**src/rtl/alu_pkg.sv**
```systemverilog
// Shared opcode encodings, entry widths and helpers for the ALU command sequencer.
package alu_pkg;

   localparam int unsigned ALU_N = 4;
   localparam int unsigned ALU_M = 4;
   localparam int unsigned OP_W  = ALU_M - 1;
   localparam int unsigned CMD_W = OP_W + 2 * ALU_N;
   localparam int unsigned RES_W = ALU_N + OP_W + 1;

   typedef enum logic [OP_W-1:0] {
      OP_ADD = 3'b000,
      OP_SUB = 3'b001,
      OP_MUL = 3'b010,
      OP_DIV = 3'b011,
      OP_SHL = 3'b100,
      OP_SHR = 3'b101,
      OP_ROL = 3'b110,
      OP_ROR = 3'b111
   } alu_op_e;

   typedef struct packed {
      logic [OP_W-1:0]  op;
      logic [ALU_N-1:0] a;
      logic [ALU_N-1:0] b;
   } cmd_entry_t;

   typedef struct packed {
      logic [ALU_N-1:0] data;
      logic [OP_W-1:0]  op;
      logic             err;
   } res_entry_t;

   // The unit has no mul/div; for these it passes operand a through.
   function automatic logic is_unimpl(input logic [OP_W-1:0] op);
      return (op == OP_MUL) || (op == OP_DIV);
   endfunction

endpackage

```
**src/rtl/alu_sync_fifo.sv**
```systemverilog
// Synchronous FIFO with arbitrary depth (pointers wrap modulo Depth) and occupancy count.
module alu_sync_fifo #(
   parameter int unsigned Width = 8,
   parameter int unsigned Depth = 4,
   localparam int unsigned CntW = $clog2(Depth) + 1
) (
   input  logic             clk,
   input  logic             rst_n,
   input  logic             wr_en_i,
   input  logic [Width-1:0] wr_data_i,
   input  logic             rd_en_i,
   output logic [Width-1:0] rd_data_o,
   output logic             full_o,
   output logic             empty_o,
   output logic [CntW-1:0]  count_o
);
   localparam int unsigned PtrW = (Depth > 1) ? $clog2(Depth) : 1;

   logic [PtrW-1:0]  wr_ptr_q, wr_ptr_d, rd_ptr_q, rd_ptr_d;
   logic [CntW-1:0]  count_q, count_d;
   logic [Width-1:0] mem_q [Depth];
   logic [Width-1:0] mem_d [Depth];
   logic             do_wr, do_rd;

   function automatic logic [PtrW-1:0] ptr_inc(input logic [PtrW-1:0] p);
      return (p == PtrW'(Depth - 1)) ? '0 : p + 1'b1;
   endfunction

   assign full_o    = (count_q == CntW'(Depth));
   assign empty_o   = (count_q == '0);
   assign count_o   = count_q;
   assign rd_data_o = mem_q[rd_ptr_q];

   // A write into a full FIFO is accepted only when the head leaves in the same cycle.
   assign do_rd = rd_en_i && !empty_o;
   assign do_wr = wr_en_i && (!full_o || do_rd);

   always_comb begin
      mem_d    = mem_q;
      wr_ptr_d = wr_ptr_q;
      rd_ptr_d = rd_ptr_q;
      if (do_wr) begin
         mem_d[wr_ptr_q] = wr_data_i;
         wr_ptr_d        = ptr_inc(wr_ptr_q);
      end
      if (do_rd) begin
         rd_ptr_d = ptr_inc(rd_ptr_q);
      end
      count_d = count_q + CntW'(do_wr) - CntW'(do_rd);
   end

   always_ff @(posedge clk or negedge rst_n) begin
      if (!rst_n) begin
         wr_ptr_q <= '0;
         rd_ptr_q <= '0;
         count_q  <= '0;
         for (int i = 0; i < Depth; i++) mem_q[i] <= '0;
      end else begin
         wr_ptr_q <= wr_ptr_d;
         rd_ptr_q <= rd_ptr_d;
         count_q  <= count_d;
         mem_q    <= mem_d;
      end
   end

   overflow_chk : assert property (@(posedge clk) disable iff (!rst_n)
      !(wr_en_i && full_o && !rd_en_i));

endmodule

```
**src/rtl/alu_cmd_sequencer.sv**
```systemverilog
// Queues ALU commands, issues one per clock under a result-buffer credit check and
// returns the unit's registered results in order with back-pressure.
module alu_cmd_sequencer
   import alu_pkg::*;
#(
   parameter int unsigned N          = 4,
   parameter int unsigned M          = 4,
   parameter int unsigned CMD_DEPTH  = 4,
   parameter int unsigned RBUF_DEPTH = 3
) (
   input  logic         clk,
   input  logic         rst_n,
   input  logic         cmd_valid,
   output logic         cmd_ready,
   input  logic [M-2:0] cmd_op,
   input  logic [N-1:0] cmd_a,
   input  logic [N-1:0] cmd_b,
   output logic [N-1:0] alu_a,
   output logic [N-1:0] alu_b,
   output logic [M-2:0] alu_instruction,
   input  logic [N-1:0] alu_result,
   output logic         res_valid,
   input  logic         res_ready,
   output logic [N-1:0] res_data,
   output logic [M-2:0] res_op,
   output logic         res_err,
   output logic         busy
);
   localparam int unsigned OpW     = M - 1;
   localparam int unsigned CmdW    = OpW + 2 * N;
   localparam int unsigned ResW    = N + OpW + 1;
   localparam int unsigned CmdCntW = $clog2(CMD_DEPTH) + 1;
   localparam int unsigned RbCntW  = $clog2(RBUF_DEPTH) + 1;
   localparam int unsigned CrW     = RbCntW + 1;

   logic               cmd_push, cmd_full, cmd_empty, issue;
   logic [CmdW-1:0]    cmd_head;
   logic [CmdCntW-1:0] cmd_count;
   logic [OpW-1:0]     head_op;
   logic [N-1:0]       head_a, head_b;

   logic               rb_full, rb_empty, res_pop;
   logic [ResW-1:0]    rb_head;
   logic [RbCntW-1:0]  rb_count;
   logic [CrW-1:0]     credit_used;

   logic [N-1:0]   alu_a_q, alu_a_d, alu_b_q, alu_b_d;
   logic [OpW-1:0] alu_op_q, alu_op_d;
   logic           s1_v_q, s1_v_d, s1_err_q, s1_err_d;
   logic [OpW-1:0] s1_op_q, s1_op_d;
   logic           s2_v_q, s2_v_d, s2_err_q, s2_err_d;
   logic [OpW-1:0] s2_op_q, s2_op_d;

   logic unused_sig;
   assign unused_sig = ^{cmd_count, rb_full};

   assign cmd_ready = !cmd_full;
   assign cmd_push  = cmd_valid && cmd_ready;
   assign {head_op, head_a, head_b} = cmd_head;

   alu_sync_fifo #(
      .Width (CmdW),
      .Depth (CMD_DEPTH)
   ) u_cmd_fifo (
      .clk       (clk),
      .rst_n     (rst_n),
      .wr_en_i   (cmd_push),
      .wr_data_i ({cmd_op, cmd_a, cmd_b}),
      .rd_en_i   (issue),
      .rd_data_o (cmd_head),
      .full_o    (cmd_full),
      .empty_o   (cmd_empty),
      .count_o   (cmd_count)
   );

   // The slot being popped this cycle is reclaimed so a draining buffer sustains full rate.
   assign res_pop     = res_valid && res_ready;
   assign credit_used = CrW'(rb_count) + CrW'(s1_v_q) + CrW'(s2_v_q) - CrW'(res_pop);
   assign issue       = !cmd_empty && (credit_used < CrW'(RBUF_DEPTH));

   always_comb begin
      alu_a_d  = alu_a_q;
      alu_b_d  = alu_b_q;
      alu_op_d = alu_op_q;
      s1_v_d   = issue;
      s1_op_d  = s1_op_q;
      s1_err_d = s1_err_q;
      if (issue) begin
         alu_a_d  = head_a;
         alu_b_d  = head_b;
         alu_op_d = head_op;
         s1_op_d  = head_op;
         s1_err_d = is_unimpl(head_op);
      end
      s2_v_d   = s1_v_q;
      s2_op_d  = s1_op_q;
      s2_err_d = s1_err_q;
   end

   always_ff @(posedge clk or negedge rst_n) begin
      if (!rst_n) begin
         alu_a_q  <= '0;
         alu_b_q  <= '0;
         alu_op_q <= '0;
         s1_v_q   <= 1'b0;
         s1_op_q  <= '0;
         s1_err_q <= 1'b0;
         s2_v_q   <= 1'b0;
         s2_op_q  <= '0;
         s2_err_q <= 1'b0;
      end else begin
         alu_a_q  <= alu_a_d;
         alu_b_q  <= alu_b_d;
         alu_op_q <= alu_op_d;
         s1_v_q   <= s1_v_d;
         s1_op_q  <= s1_op_d;
         s1_err_q <= s1_err_d;
         s2_v_q   <= s2_v_d;
         s2_op_q  <= s2_op_d;
         s2_err_q <= s2_err_d;
      end
   end

   alu_sync_fifo #(
      .Width (ResW),
      .Depth (RBUF_DEPTH)
   ) u_res_buf (
      .clk       (clk),
      .rst_n     (rst_n),
      .wr_en_i   (s2_v_q),
      .wr_data_i ({alu_result, s2_op_q, s2_err_q}),
      .rd_en_i   (res_pop),
      .rd_data_o (rb_head),
      .full_o    (rb_full),
      .empty_o   (rb_empty),
      .count_o   (rb_count)
   );

   assign alu_a           = alu_a_q;
   assign alu_b           = alu_b_q;
   assign alu_instruction = alu_op_q;
   assign res_valid       = !rb_empty;
   assign {res_data, res_op, res_err} = rb_head;
   assign busy = !cmd_empty || s1_v_q || s2_v_q || !rb_empty;

endmodule

```
**config.mk**
```make
export PLATFORM = sky130hd
export DESIGN_NAME = alu_cmd_sequencer
export DESIGN_NICKNAME = d
export VERILOG_FILES = /design/src/rtl/alu_pkg.sv /design/src/rtl/alu_sync_fifo.sv /design/src/rtl/alu_cmd_sequencer.sv
export SDC_FILE = /design/constraint.sdc
export NUM_CORES = 1
export LEC_CHECK = 0
export CELL_PAD_IN_SITES_DETAIL_PLACEMENT = 0
export CELL_PAD_IN_SITES_GLOBAL_PLACEMENT = 1
export CORE_MARGIN = 1
export CORE_UTILIZATION = 40
export DETAILED_ROUTE_END_ITERATION = 16
export PLACE_DENSITY_LB_ADDON = 0.1
export SYNTH_ARGS = -nofsm -noshare
export SYNTH_HDL_FRONTEND = slang
export SYNTH_SLANG_ARGS = --single-unit
```
**constraint.sdc**
```tcl
create_clock -name clk -period 4.5 [get_ports clk]
set_input_delay 0.9 -clock clk [delete_from_list [all_inputs] [get_ports clk]]
set_output_delay 0.9 -clock clk [all_outputs]
set_load 0.01 [all_outputs]
```
==> results.cfg, run 1 <==
[timing]
fin_tns_setup_ns = 0
fin_crit_sh = 0.865
fin_crit_ns = 3.89
slew_violations = 0
rsz0062_at_grt = no
slew_headroom = 0.369
setup_viol = 0
fmax_ghz = 0.257
finalClockSkew_ns = 0.0117
tightest_slew_ns = 0.946
hold_viol = 0
layout_setup_ws_ns = 0.607

[power]
intPower_mw = 2.74
leakagePower_nw = 2.30
swShare = 0.327
ir_drop_uv = 292
pwr-share-clk = 0.137
seq_power_share = 0.414
p_comb_frac = 0.449
switchingPower_mw = 1.34
powerDensity_mw_per_mm2 = 787

[clock_network]
cts_sinks = 100
cts_root_buf = clkbuf_8
cts_tree = built
clk_pin_slew_worst_paths_ns = 0.10
clock_path_buffers = 2
htree_levels = 3
cts_resized = 0
cts_buffers = 9
cts_hold_buf = 0
worstSkewPairLatency_ns = 0.37
cts_setup_buffers = 0

[critical_path]
slowest_delay_ns = 0.42
critPathSlowestCell = clkdlybuf4s50_1
critical_path.top_delay_family = adder cells
crit_path_start_kind = input pin
crit_buf_inv = 3
crit_fanout = 4
path_cells = clkdlybuf4s50_1 -> nand2_1 -> inv_1 -> ha_1 -> fa_1 -> fa_1 -> xnor2_1 -> nor3_1 -> and3_1 -> ha_1 -> inv_1 -> ha_1 -> fa_1 -> xnor2_1 -> xnor2_1
critPathKind = in -> reg
arrival_ns = 4.14
worstSetupEndpointType = flop
worstPathRequired_ns = 4.75

[placed_design]
port_buffers = 40
dp.cells = 474
gp_congestion = 0.700
place_ws_ns = 0.213
dp.final_hpwl_mm = 5.10

[final_layout]
nFillCells = 991
multi_input_area_mm2 = 0.00184
ff_latch_area_mm2 = 0.00250
area_growth_pct = 15.8
fin_nets = 380
num_antenna_cells = 0
instances_no_fill = 490
drive_gt1_frac = 0.331

[routing]
first_pass_iters = 4
wl_mm = 7.84
viasPerCell = 5.01
wl_per_cell_um = 16.0
drc = 0
route.antenna.remaining_nets = 0
vias = 2453
drt_iter0_markers = 41

[global_route]
grt_pass1_vias = 2443
antenna_found_initial = 0
grt_overflow = 0
grt_usage = 0.151
grt_pass1_wl_mm = 13.0
grt_max_degree = 76

[run]
maxCapViolCount = 0

[synthesis]
synth_edf_count = 0
synth.most_common_cell = dfrtp_1
synth_cell_type_count = 27
yosysTopAreaCell = dfrtp_1
ys.flop_type = dfrtp_1
synthTopCellsByCount = dfrtp_1, mux2_2, nand2_1, inv_1, ha_1
synth_nets = 339
async_flop_share = 1.00
netlist_instances = 304
yosys.area.top_type_share = 0.559
ys_ff_latch = 100
synth_area_mm2 = 0.00448
synth_area_leaders = dfrtp_1, mux2_2, mux4_2
synth-seq-area-share = 0.559
syn_avg_cell_area_um2 = 14.7
yosysWarnings = 0

[floorplanning]
coreArea_mm2 = 0.0109
ios = 41
initial_core_util = 0.411
die_area_mm2 = 0.0116
die_h_um = 108
num_rows = 38
chipWidth_um = 108

[outcome]
outcome = complete, no violations

[worst_hold_path]
hold_class = reg -> reg
## metal layers
layer / wire length (um) / global-route usage / vias to the layer above
li1: - / - / 1146
met1: 3580 / 0.198 / 1254
met2: 3820 / 0.238 / 40
met3: 298 / 0.0393 / 13
met4: 141 / 0.0616 / 0
met5: 0 / 0 / -
## kinds of logic after synthesis
kind of cell             Yosys count  share of synthesized area
buffers and inverters             29                     0.0313
adder cells (fa/ha/maj)           16                     0.0514
flip-flops                       100                      0.559
XOR/XNOR                           4                    0.00782
AND/OR/NAND/NOR                   38                     0.0416
multiplexers                     102                      0.289
AO/OA/AOI/OAI                     15                     0.0198
## sequential cells by signal, summed over array words and instances (netlist names)
name	count
u_cmd_fifo.mem_q	44
u_res_buf.mem_q	24
alu_a	4
alu_b	4
s1_op_q	3
s2_op_q	3
u_cmd_fifo.count_o	3
u_res_buf.count_o	3
u_cmd_fifo.rd_ptr_q	2
u_cmd_fifo.wr_ptr_q	2
u_res_buf.rd_ptr_q	2
u_res_buf.wr_ptr_q	2
s1_err_q	1
s1_v_q	1
s2_err_q	1
s2_v_q	1
## cells in the final DEF (no fill, tap or decap)
| cell | instances |
|---|---|
| clkinv_2 | 1 |
| nand2_1 | 21 |
| or3_1 | 3 |
| o31ai_1 | 1 |
| nor2b_1 | 2 |
| a21o_1 | 2 |
| inv_1 | 17 |
| mux2_2 | 74 |
| nand4b_1 | 1 |
| clkbuf_8 | 12 |
| dfrtp_1 | 100 |
| clkinvlp_4 | 1 |
| and3b_1 | 1 |
| inv_6 | 2 |
| xnor2_1 | 4 |
| nand3b_2 | 2 |
| a21boi_2 | 1 |
| mux2i_1 | 8 |
| o21ai_0 | 11 |
| buf_4 | 3 |
| ha_1 | 12 |
| mux4_2 | 11 |
| fa_1 | 4 |
| nor2_1 | 4 |
| clkdlybuf4s50_1 | 39 |
| and3_1 | 1 |
| nor3_1 | 3 |
| mux2_4 | 9 |
## final cells by class
class	count	share of cell area
Sequential cell	100	0.483
Multi-Input combinational cell	175	0.354
Timing Repair Buffer	42	0.0796
Tap cell	140	0.0338
Clock buffer	12	0.0318
Inverter	17	0.0123
Clock inverter	4	0.00579
## per-stage QoR
stage	instance area (um2)	hold slack, ns	util	power, mW
4_1_cts	5190	0.372	0.476	4.16
2_1_floorplan	4480	0.354	-	3.08
3_3_place_gp	4990	0.361	0.458	3.55
5_1_grt	5190	0.386	0.476	4.39
3_5_place_dp	4990	0.368	0.458	3.58
6_report	5190	0.373	0.476	4.08
## worst paths after layout
path | start | endpoint | slack, ns | depth (start not counted)
worst min-delay path | s1_v_q$_DFF_PN0_ | s2_v_q$_DFF_PN0_ | 0.37 | 0
min in group asynchronous | rst_n | u_res_buf.count_o[1]$_DFF_PN0_ | 0.66 | 1
max in group asynchronous | rst_n | u_cmd_fifo.wr_ptr_q[1]$_DFFE_PN0P_ | 2.94 | 2
worst max-delay path | res_ready | u_cmd_fifo.count_o[2]$_DFF_PN0_ | 0.61 | 15
worst max register to register | u_res_buf.count_o[1]$_DFF_PN0_ | u_cmd_fifo.count_o[2]$_DFF_PN0_ | 0.63 | 15
worst min register to register | s1_v_q$_DFF_PN0_ | s2_v_q$_DFF_PN0_ | 0.37 | 0
## power groups by stage
stage / clock, mW / sequential [mW] / combinational [mW]
2_1_floorplan: 0 / 1.58 / 1.49
3_3_place_gp: 0 / 1.70 / 1.84
3_5_place_dp: 0 / 1.72 / 1.87
4_1_cts: 0.586 / 1.70 / 1.88
5_1_grt: 0.615 / 1.76 / 2.02
6_report: 0.561 / 1.69 / 1.83
## worst register-to-register path, delay by kind of cell (launching register included)
kind,cells,cell delay [ns]
xor gates and xnor gates,3,0.42
adders and majority gates,6,1.90
buffers and inverters,2,0.12
DFF,1,0.48
and+or+nand+nor,4,0.84
Note: power is estimated with default switching activity, not from simulation.
==> run 2: changes to the inputs <==
Settings changed: REMOVE_ABC_BUFFERS set to 1.
==> run 2 against run 1 <==
  * Sequential power barely moved
  * Core utilization increased by 0.092 points
  * Clock-buffer cell count down 2
  * Fmax shrank 0.93%
  * Sequential share of layout area decreased by 0.093 points
  * First-iteration DRC count rose by 63%
  * Final area rose by 0.19%
  * Largest cell class unchanged
==> results.cfg, run 2 (synthesis results as in run 1) <==
[outcome]
outcome = complete, no violations

[critical_path]
critPathSlowestCell = clkdlybuf4s50_1
crit_path_start_kind = input pin
crit_fanout = 4
critPathKind = in -> reg
worstSetupEndpointType = flop
arrival_ns = 4.21
worstPathRequired_ns = 4.78
slowest_delay_ns = 0.43
path_cells = clkdlybuf4s50_1 -> nand2_1 -> inv_1 -> ha_1 -> fa_1 -> fa_1 -> xnor2_1 -> nor3_1 -> and3_1 -> ha_1 -> inv_1 -> ha_1 -> fa_1 -> xnor2_1 -> xnor2_1

[global_route]
grt_overflow = 0
grt_usage = 0.156
grt_pass1_wl_mm = 13.4
antenna_found_initial = 0
grt_max_degree = 77
grt_pass1_vias = 2615

[final_layout]
largest_register_ffs = 44
final_cell_mix = dfrtp_1, mux2_2, clkdlybuf4s50_1
num_antenna_cells = 0
instances_no_fill = 489
post-route-cell-area_mm2 = 0.00520
fin_nets = 380
final_common_cell = dfrtp_1
nFillCells = 994
ff_latch_area_mm2 = 0.00250
top_register = u_cmd_fifo.mem_q
multi_input_area_mm2 = 0.00184
largestRegisters = u_cmd_fifo.mem_q x44, u_res_buf.mem_q x24
drive_gt1_frac = 0.327
area_growth_pct = 16.0

[timing]
slew_headroom = 0.357
fin_tns_setup_ns = 0
finalClockSkew_ns = 0.00853
fin_crit_sh = 0.873
fmax_ghz = 0.254
hold_slack_ns = 0.383
rsz0062_at_grt = no
hold_viol = 0
setup_viol = 0
tightest_slew_ns = 0.964
slew_violations = 0
fin_crit_ns = 3.93

[routing]
wl_mm = 7.74
vias = 2443
drc = 0
route.antenna.remaining_nets = 0
first_pass_iters = 4
viasPerCell = 5.00
drt_iter0_markers = 67
wl_per_cell_um = 15.8

[placed_design]
placed_area_mm2 = 0.00499
gp_congestion = 0.715
dp.cells = 474
dp.final_hpwl_mm = 4.99
port_buffers = 40

[power]
leakagePower_nw = 2.30
powerDensity_mw_per_mm2 = 792
ir_drop_uv = 324

[clock_network]
cts_tree = built
cts_sinks = 100
clk_pin_slew_worst_paths_ns = 0.08
worstSkewPairLatency_ns = 0.36
cts_resized = 0
cts_buffers = 9
cts_hold_buf = 0
htree_levels = 3
cts_root_buf = clkbuf_8
cts_setup_buffers = 0
clock_path_buffers = 2

[floorplanning]
num_rows = 38
chipWidth_um = 108
coreArea_mm2 = 0.0109
die_h_um = 108
ios = 41
die_area_mm2 = 0.0116
initial_core_util = 0.411

[worst_hold_path]
hold_class = reg -> reg

[run]
maxCapViolCount = 0
run 2: layout make-up:
cell class | instances | share of cell area
Clock buffer | 10 | 0.0246
Multi-Input combinational cell | 175 | 0.353
Inverter | 17 | 0.0123
Sequential cell | 100 | 0.482
Timing Repair Buffer | 42 | 0.0795
Clock inverter | 5 | 0.0149
Tap cell | 140 | 0.0337
run 2: worst paths after layout:
check / from / endpoint / slack, ns / cells after the start
worst min-delay path: s1_v_q$_DFF_PN0_ / s2_v_q$_DFF_PN0_ / 0.38 / 0
min in group asynchronous: rst_n / u_res_buf.count_o[1]$_DFF_PN0_ / 0.68 / 1
worst max register to register: u_res_buf.count_o[1]$_DFF_PN0_ / u_cmd_fifo.count_o[2]$_DFF_PN0_ / 0.59 / 15
max in group asynchronous: rst_n / s1_op_q[2]$_DFFE_PN0P_ / 2.94 / 2
worst max-delay path: res_ready / u_cmd_fifo.count_o[2]$_DFF_PN0_ / 0.57 / 15
worst min register to register: s1_v_q$_DFF_PN0_ / s2_v_q$_DFF_PN0_ / 0.38 / 0
run 2: critical path, delay by kind of cell:
| family | cells | cell delay [ns] |
|---|---|---|
| buf+inv | 3 | 0.55 |
| xor+xnor | 3 | 0.46 |
| simple gates | 3 | 0.40 |
| fa+ha+maj | 6 | 1.90 |
run 2: power breakdown:
group	leakage [nW]	internal, mW	switching, mW	total [mW]
Sequential	1.21	1.36	0.320	1.68
Clock	0.102	0.309	0.294	0.603
Combinational	0.990	1.14	0.696	1.83
Total	2.30	2.81	1.31	4.12
run 2: per-stage QoR:
stage / power (mW) / utilization / setup WS, ns
6_report: 4.12 / 0.477 / 0.570
5_1_grt: 4.48 / 0.477 / 0.311
4_1_cts: 4.20 / 0.477 / 0.564
3_5_place_dp: 3.58 / 0.458 / 0.196
3_3_place_gp: 3.54 / 0.458 / 0.246
2_1_floorplan: 2.97 / - / 0.277
run 2: routing by layer:
metal	GRT usage	part of all wire
met5	0	0
met4	0.0616	0.012
met3	0.0448	0.035
met2	0.264	0.50
met1	0.186	0.46
==> run 3: changes to the inputs <==
Settings changed: PLACE_DENSITY set to 0.69, PLACE_DENSITY_LB_ADDON 0.1 to unset.
==> run 3 against run 2 <==
  * Non-clock buffer count did not move
  * Sequential share of layout area fell by 0.093 points
  * Register-to-register slack got worse by 0.02 ns
  * Via count fell by 0.49%
  * Power rose by 0.71%
  * Global-route usage fell by 0.68 points
  * Die area did not move
  * Routed wire length rose by 0.49%
  * Highest routed layer unchanged
  * Setup slack got worse by 0.045 ns
  * Critical path type unchanged
  * Final area rose by 0.19%
==> results.cfg, run 3 (synthesis results as in run 1) <==
[critical_path]
worstSetupEndpointType = flop
crit_path_start_kind = input pin
arrival_ns = 4.25
critPathKind = in -> reg
worstPathRequired_ns = 4.77
crit_fanout = 4

[timing]
rsz0062_at_grt = no
fmax_ghz = 0.252
tightest_slew_ns = 0.946
fin_tns_setup_ns = 0
hold_viol = 0
setup_viol = 0
slew_violations = 0
slew_headroom = 0.370
fin_crit_sh = 0.883
fin_crit_ns = 3.97
finalClockSkew_ns = 0.0103
layout_setup_ws_ns = 0.525

[clock_network]
cts_hold_buf = 0
cts_setup_buffers = 0
worstSkewPairLatency_ns = 0.35
cts_resized = 0
cts_buffers = 9
clk_pin_slew_worst_paths_ns = 0.09
htree_levels = 3
cts_sinks = 100
cts_tree = built
cts_root_buf = clkbuf_8
clock_path_buffers = 2

[floorplanning]
ios = 41
initial_core_util = 0.411
coreArea_mm2 = 0.0109
die_area_mm2 = 0.0116
chipWidth_um = 108
die_h_um = 108
num_rows = 38

[final_layout]
post-route-cell-area_mm2 = 0.00521
num_antenna_cells = 0
top_register = u_cmd_fifo.mem_q
area_growth_pct = 16.2
final_common_cell = dfrtp_1
finish.utilization = 0.478
final_cell_mix = dfrtp_1, mux2_2, clkdlybuf4s50_1
largestRegisters = u_cmd_fifo.mem_q x44, u_res_buf.mem_q x24
nFillCells = 991
drive_gt1_frac = 0.327
fin_nets = 380
largest_register_ffs = 44

[routing]
route.antenna.remaining_nets = 0
wl_per_cell_um = 15.9
drt_iter0_markers = 35
vias = 2431
wl_mm = 7.78
drc = 0
first_pass_iters = 3
viasPerCell = 4.97

[placed_design]
dp.final_hpwl_mm = 4.96
port_buffers = 40
place_ws_ns = 0.164
placed_area_mm2 = 0.00499
gp_congestion = 0.708

[power]
ir_drop_uv = 347
powerDensity_mw_per_mm2 = 796
total_power_mw = 4.14
leakagePower_nw = 2.31

[global_route]
grt_pass1_wl_mm = 13.0
grt_overflow = 0
grt_busiest_layer = met2
antenna_found_initial = 0
met2_usage = 0.242
grt_usage = 0.149
grt_max_degree = 76
grt_pass1_vias = 2497
grt_use_met3 = 0.0460
grtUsageMet1 = 0.196

[outcome]
outcome = complete, no violations

[run]
maxCapViolCount = 0

[worst_hold_path]
hold_class = reg -> reg
run 3: cell types whose count changed in the layout (fill, tap and decap cells not counted):
cell / previous run / this run
clkinvlp_4: 1 / 0
clkinv_4: 0 / 1
clkinv_2: 2 / 1
clkbuf_8: 9 / 10
run 3: routing by layer:
metal  up-vias  wire [um]
li1       1140          -
met1      1249       3620
met2        35       3760
met3         7        328
met4         0         65
met5         -          0
run 3: worst max-delay path, stage by stage:
cell             delay, ns
clkdlybuf4s50_1       0.49
nand2_1               0.11
inv_1                 0.11
ha_1                  0.24
fa_1                  0.40
fa_1                  0.39
xnor2_1               0.16
nor3_1                0.05
and3_1                0.21
ha_1                  0.27
inv_1                 0.04
ha_1                  0.18
fa_1                  0.37
xnor2_1               0.19
xnor2_1               0.13
run 3: per-stage QoR:
step	hold slack (ns)	cells
6_report	0.380	489
5_1_grt	0.386	489
4_1_cts	0.378	489
3_5_place_dp	0.365	474
3_3_place_gp	0.361	474
2_1_floorplan	0.354	292
run 3: worst paths after layout:
| kind | from | end | slack [ns] | cells after the start |
|---|---|---|---|---|
| worst max-delay path | res_ready | u_cmd_fifo.count_o[2]$_DFF_PN0_ | 0.53 | 15 |
| worst min-delay path | s1_v_q$_DFF_PN0_ | s2_v_q$_DFF_PN0_ | 0.38 | 0 |
| worst max register to register | u_res_buf.count_o[1]$_DFF_PN0_ | u_cmd_fifo.count_o[2]$_DFF_PN0_ | 0.57 | 15 |
| worst min register to register | s1_v_q$_DFF_PN0_ | s2_v_q$_DFF_PN0_ | 0.38 | 0 |
| max in group asynchronous | rst_n | u_cmd_fifo.mem_q[42]$_DFFE_PN0P_ | 2.89 | 2 |
| min in group asynchronous | rst_n | u_res_buf.count_o[1]$_DFF_PN0_ | 0.67 | 1 |
run 3: where the power goes:
part	switching (mW)	total (mW)	internal, mW
Sequential	0.330	1.69	1.36
Clock	0.292	0.618	0.326
Combinational	0.701	1.84	1.14
run 3: cell type report:
cell class / count / area (um2) / area share
Clock buffer: 11 / 141 / 0.0272
Clock inverter: 4 / 73.8 / 0.0142
Inverter: 17 / 63.8 / 0.0123
Multi-Input combinational cell: 175 / 1840 / 0.353
Sequential cell: 100 / 2500 / 0.481
Tap cell: 140 / 175 / 0.0336
Timing Repair Buffer: 42 / 413 / 0.0793
